<file path="config.mk">
export PLATFORM = sky130hd
export DESIGN_NAME = mdr_mem_unit
export DESIGN_NICKNAME = d
export VERILOG_FILES = /design/src/rtl/mdr_mem_unit.sv
export SDC_FILE = /design/constraint.sdc
export NUM_CORES = 1
export LEC_CHECK = 0
export ABC_AREA = 1
export ABC_CLOCK_PERIOD_IN_PS = 1910
export BUFFER_PORTS_ARGS = -buffer_cell sky130_fd_sc_hd__buf_2
export CORE_AREA = 3 3 84 86
export CTS_BUF_LIST = sky130_fd_sc_hd__clkbuf_2 sky130_fd_sc_hd__clkbuf_4 sky130_fd_sc_hd__clkbuf_8
export CTS_CLUSTER_DIAMETER = 120
export DETAILED_ROUTE_END_ITERATION = 10
export DIE_AREA = 0 0 87 89
export PLACE_DENSITY = 0.81
export SYNTH_ARGS = -nofsm -noshare
export SYNTH_HDL_FRONTEND = slang
export SYNTH_SLANG_ARGS = --single-unit
</file>
<file path="constraint.sdc">
create_clock -name clk -period 1.91 [get_ports clk]
set_input_delay 0.0955 -clock clk [delete_from_list [all_inputs] [get_ports clk]]
set_output_delay 0.0955 -clock clk [all_outputs]
set_load 0.05 [all_outputs]
</file>
<file path="src/rtl/mdr_mem_unit.sv">
// Memory Data Register with a request/acknowledge sequencer toward external memory.
// MDR loads from the bus or from memory, writes itself to memory, and aborts on ack timeout.
module mdr_mem_unit #(
    parameter int DATA_W  = 32,
    parameter int ADDR_W  = 9,
    parameter int TIMEOUT = 15
) (
    input  logic              clk,
    input  logic              clr,
    input  logic [DATA_W-1:0] BusMuxOut,
    input  logic              MDRin,
    input  logic [DATA_W-1:0] MAR_q,
    input  logic              mem_read,
    input  logic              mem_write,
    input  logic [DATA_W-1:0] mem_rdata,
    input  logic              mem_ack,
    output logic [DATA_W-1:0] BusMuxIn_MDR,
    output logic [ADDR_W-1:0] mem_addr,
    output logic [DATA_W-1:0] mem_wdata,
    output logic              mem_rd,
    output logic              mem_wr,
    output logic              busy,
    output logic              done,
    output logic              err
);

    localparam logic [1:0] ST_IDLE    = 2'd0;
    localparam logic [1:0] ST_RD_WAIT = 2'd1;
    localparam logic [1:0] ST_WR_WAIT = 2'd2;
    localparam logic [7:0] TIMEOUT_C  = 8'(TIMEOUT);

    logic [1:0]        state_r;
    logic [DATA_W-1:0] mdr_r;
    logic [ADDR_W-1:0] addr_r;
    logic [7:0]        cnt_r;
    logic              mem_rd_r;
    logic              mem_wr_r;
    logic              busy_r;
    logic              done_r;
    logic              err_r;
    logic [7:0]        cnt_inc_s;
    logic              timeout_s;
    logic              unused_mar_s;

    assign unused_mar_s = &{1'b0, MAR_q[DATA_W-1:ADDR_W]};

    // Saturating wait counter increment and timeout detection for the current wait cycle.
    always_comb begin
        cnt_inc_s = cnt_r;
        if (cnt_r != 8'hFF) begin
            cnt_inc_s = cnt_r + 8'd1;
        end else begin
            cnt_inc_s = cnt_r;
        end
        timeout_s = (cnt_inc_s >= TIMEOUT_C);
    end

    // Sequencer state, MDR and all registered handshake outputs.
    always_ff @(posedge clk) begin
        if (clr) begin
            state_r  <= ST_IDLE;
            mdr_r    <= '0;
            addr_r   <= '0;
            cnt_r    <= 8'd0;
            mem_rd_r <= 1'b0;
            mem_wr_r <= 1'b0;
            busy_r   <= 1'b0;
            done_r   <= 1'b0;
            err_r    <= 1'b0;
        end else begin
            done_r <= 1'b0;
            case (state_r)
                ST_IDLE: begin
                    if (mem_read) begin
                        addr_r   <= MAR_q[ADDR_W-1:0];
                        err_r    <= 1'b0;
                        cnt_r    <= 8'd0;
                        mem_rd_r <= 1'b1;
                        busy_r   <= 1'b1;
                        state_r  <= ST_RD_WAIT;
                    end else if (mem_write) begin
                        addr_r   <= MAR_q[ADDR_W-1:0];
                        err_r    <= 1'b0;
                        cnt_r    <= 8'd0;
                        mem_wr_r <= 1'b1;
                        busy_r   <= 1'b1;
                        state_r  <= ST_WR_WAIT;
                        // A same-edge bus load is what gets written.
                        if (MDRin) begin
                            mdr_r <= BusMuxOut;
                        end
                    end else if (MDRin) begin
                        mdr_r <= BusMuxOut;
                    end
                end
                ST_RD_WAIT, ST_WR_WAIT: begin
                    if (mem_ack) begin
                        if (state_r == ST_RD_WAIT) begin
                            mdr_r <= mem_rdata;
                        end
                        mem_rd_r <= 1'b0;
                        mem_wr_r <= 1'b0;
                        busy_r   <= 1'b0;
                        done_r   <= 1'b1;
                        state_r  <= ST_IDLE;
                    end else begin
                        cnt_r <= cnt_inc_s;
                        if (timeout_s) begin
                            mem_rd_r <= 1'b0;
                            mem_wr_r <= 1'b0;
                            busy_r   <= 1'b0;
                            err_r    <= 1'b1;
                            state_r  <= ST_IDLE;
                        end
                    end
                end
                default: begin
                    mem_rd_r <= 1'b0;
                    mem_wr_r <= 1'b0;
                    busy_r   <= 1'b0;
                    state_r  <= ST_IDLE;
                end
            endcase
        end
    end

    assign BusMuxIn_MDR = mdr_r;
    assign mem_wdata    = mdr_r;
    assign mem_addr     = addr_r;
    assign mem_rd       = mem_rd_r;
    assign mem_wr       = mem_wr_r;
    assign busy         = busy_r;
    assign done         = done_r;
    assign err          = err_r;

endmodule

</file>
==> metrics.txt <==
r2r setup slk 120 ps; Die W 87 um; post-layout min period 1791 ps; drt pass-1 iters 4; Worst VDD drop 1.176 mV; antenna violations before repair 0; Pleak 1.826 nW; Cell Rows 29; Hold EP mem_addr[6]; worst r2r path cells 10; First DRT Iteration DRCs 174; YS warnings 0; number of synthesized flops with an enable pin 0; Critical Path RT 2140 ps; Initial Util 44.08%; status finished clean; CTS sink cnt 56; TritonCTS clock tree done; worst endpoint data arrival time 2020 ps; final setup fails 0; postcts setup bufs 0; Worst Clk Skew 10.69 ps; overall routing resource usage 18.93%; Net count, final 618; maxcap violations 0; HPWL Detailed 5.835 mm; Min-Delay Path Depth 3; CTS max path bufs 2; area of the core 0.006350 sq mm; Final Cycle Share 93.75%; IO Pins 180; largest net degree at the start of global routing 47; overall power 6.228 mW; setup TNS 0 ps; Worst R2R Start state_r[0]; synth unique cells 29; worst path cell trace inv_1 -> ha_4 -> inv_8 -> nor2_1 -> a21oi_1 -> o211ai_1 -> inv_2 -> buf_4 -> o21ai_1 -> a31oi_1; Total Wirelength 7.830 mm; first-pass GRT wire length 11.83 mm; Worst Tran Pin Value 421.8 ps; syn nets 492; htree depth 2; clock root buffer clkbuf_8; vias in the first global route 2657; Main synth FF type dfxtp_1; vias per inst 4.953; Area growth syn-to-layout 29.59%; RSZ-0062 raised after global routing no; Max Slew Vio Count 0; Critical Path End Type register; startpoint types register; ANT cells 0; Overflow after GRT 0; HP Start MAR_q[6]; Syn Area/Cell 7.232 sq um; flop and latch count out of synthesis 56; Total Die Area 0.007743 sq mm; Cell Pwr Density 1717 mW/mm^2; worst skew pair latency 310 ps; crit path kind reg2reg; post-route ant nets 0; DRC Markers 0; commonest non-fill, non-tap cell in the layout buf_2; vias after detailed routing 2927; final hold vios 0; share of cells above drive strength 1 38.91%; die outline height 89 um; fmax 558.5 MHz; gpl congestion 0.8175; CP max-delay cell dfxtp_1; asr flop ratio synth 0%; Cells after Synth 387; most frequent cells in the layout 156 x buf_2, 101 x nand2_1, 55 x dfxtp_1; CTS clk-pin slew, worst paths 100 ps; crit-path max FO 16; reg2reg end BusMuxIn_MDR[17]; port bufs 156; register area share after synthesis 40.05%; number of CTS-inserted buffers 5; HP Class in2reg; Slew HR 71.85%; area of the mapped netlist 0.002799 sq mm; WL/cell 13.25 um; CP max stage delay 370 ps
==> worst max-delay path by stage <==
| stage | start | endpoint | cells past startpoint |
|---|---|---|---|
| 2_1_floorplan | state_r[0] | BusMuxIn_MDR[10] | 10 |
| 3_5_place_dp | state_r[0] | BusMuxIn_MDR[27] | 10 |
| 6_report | state_r[0] | BusMuxIn_MDR[17] | 10 |
| 3_3_place_gp | state_r[0] | BusMuxIn_MDR[26] | 10 |
| 5_1_grt | cnt_r[1] | mem_rd | 9 |
| 4_1_cts | state_r[0] | BusMuxIn_MDR[17] | 10 |
==> stage by stage <==
stage	area, sq um	hold WS [ps]	instances	setup slack [ps]	util [%]
finish	3627	14.85	591	119.4	57.12
global route	3627	14.07	591	10.49	57.12
floorplan	2799	157.9	387	139.4	-
CTS	3575	9.401	590	8.698	56.30
global placement	3477	318.0	582	92.74	54.76
detailed placement	3477	327.3	582	28.28	54.76
==> area by class of cell <==
| class | count | area (sq um) |
|---|---|---|
| fill | 573 | 2723 |
| tap | 77 | 96.34 |
| timing repair buffer | 169 | 920.9 |
| inverter | 18 | 75.07 |
| multi-input combinational | 263 | 1315 |
| clock buffer | 7 | 90.09 |
| clock inverter | 1 | 7.507 |
| sequential | 56 | 1122 |
==> timing repair <==
item | 4_1_cts | 5_1_grt
endpoints found under the hold margin | 0 | 0
gates resized for setup | 0 | 6
setup endpoints to repair | 0 | 44
hold buffers | 0 | 0
==> power by group <==
group          internal, mW  switching, mW
registers              1.48          0.212
clock network         0.310          0.378
logic                 0.917           2.93
==> critical path, delay by kind of cell, from the launching register on <==
kind | cells | cell delay (ps)
buffers and inverters | 4 | 540
flip-flops | 1 | 370
AO/OA/AOI/OAI | 4 | 480
AND/OR/NAND/NOR | 1 | 50
adder cells (fa/ha/maj) | 1 | 280
==> layer usage <==
metal  vias to the layer above  track usage, %  share of wire, %
li1                       1504               -                 -
met1                      1315           22.90                42
met2                       100           33.61                51
met3                         8           3.963               5.9
met4                         0           5.949               1.2
met5                         -               0                 0
==> sequential cells by signal, indices dropped and copies added, names as in the netlist, 2 cells and up <==
signal	flops
BusMuxIn_MDR	32
cnt_r	8
mem_addr	9
state_r	2
==> cells in the mapped netlist, types with 3 or more instances <==
master,n,area (sq um)
nor2_1,36,135.1
o21ai_0,17,85.08
ha_1,3,37.54
nand2_1,101,379.1
clkbuf_1,11,41.29
nor2_2,3,18.77
nand2_2,5,31.28
o21ai_1,28,140.1
nor2_4,3,33.78
buf_4,32,240.2
a21oi_1,12,60.06
dfxtp_1,56,1121
nand3_1,11,55.05
buf_2,5,25.02
a31oi_1,33,206.5
inv_1,15,56.30
==> cell families after synthesis <==
kind of cell	after synthesis	synth area share [%]
and+or+nand+nor	165	25.66
AOI/OAI and AO/OA	94	18.73
buffers and inverters	68	13.90
DFF	56	40.05
adders and majority gates	3	1.341
xor gates and xnor gates	1	0.3130
Note: power is estimated with default switching activity, not from simulation.
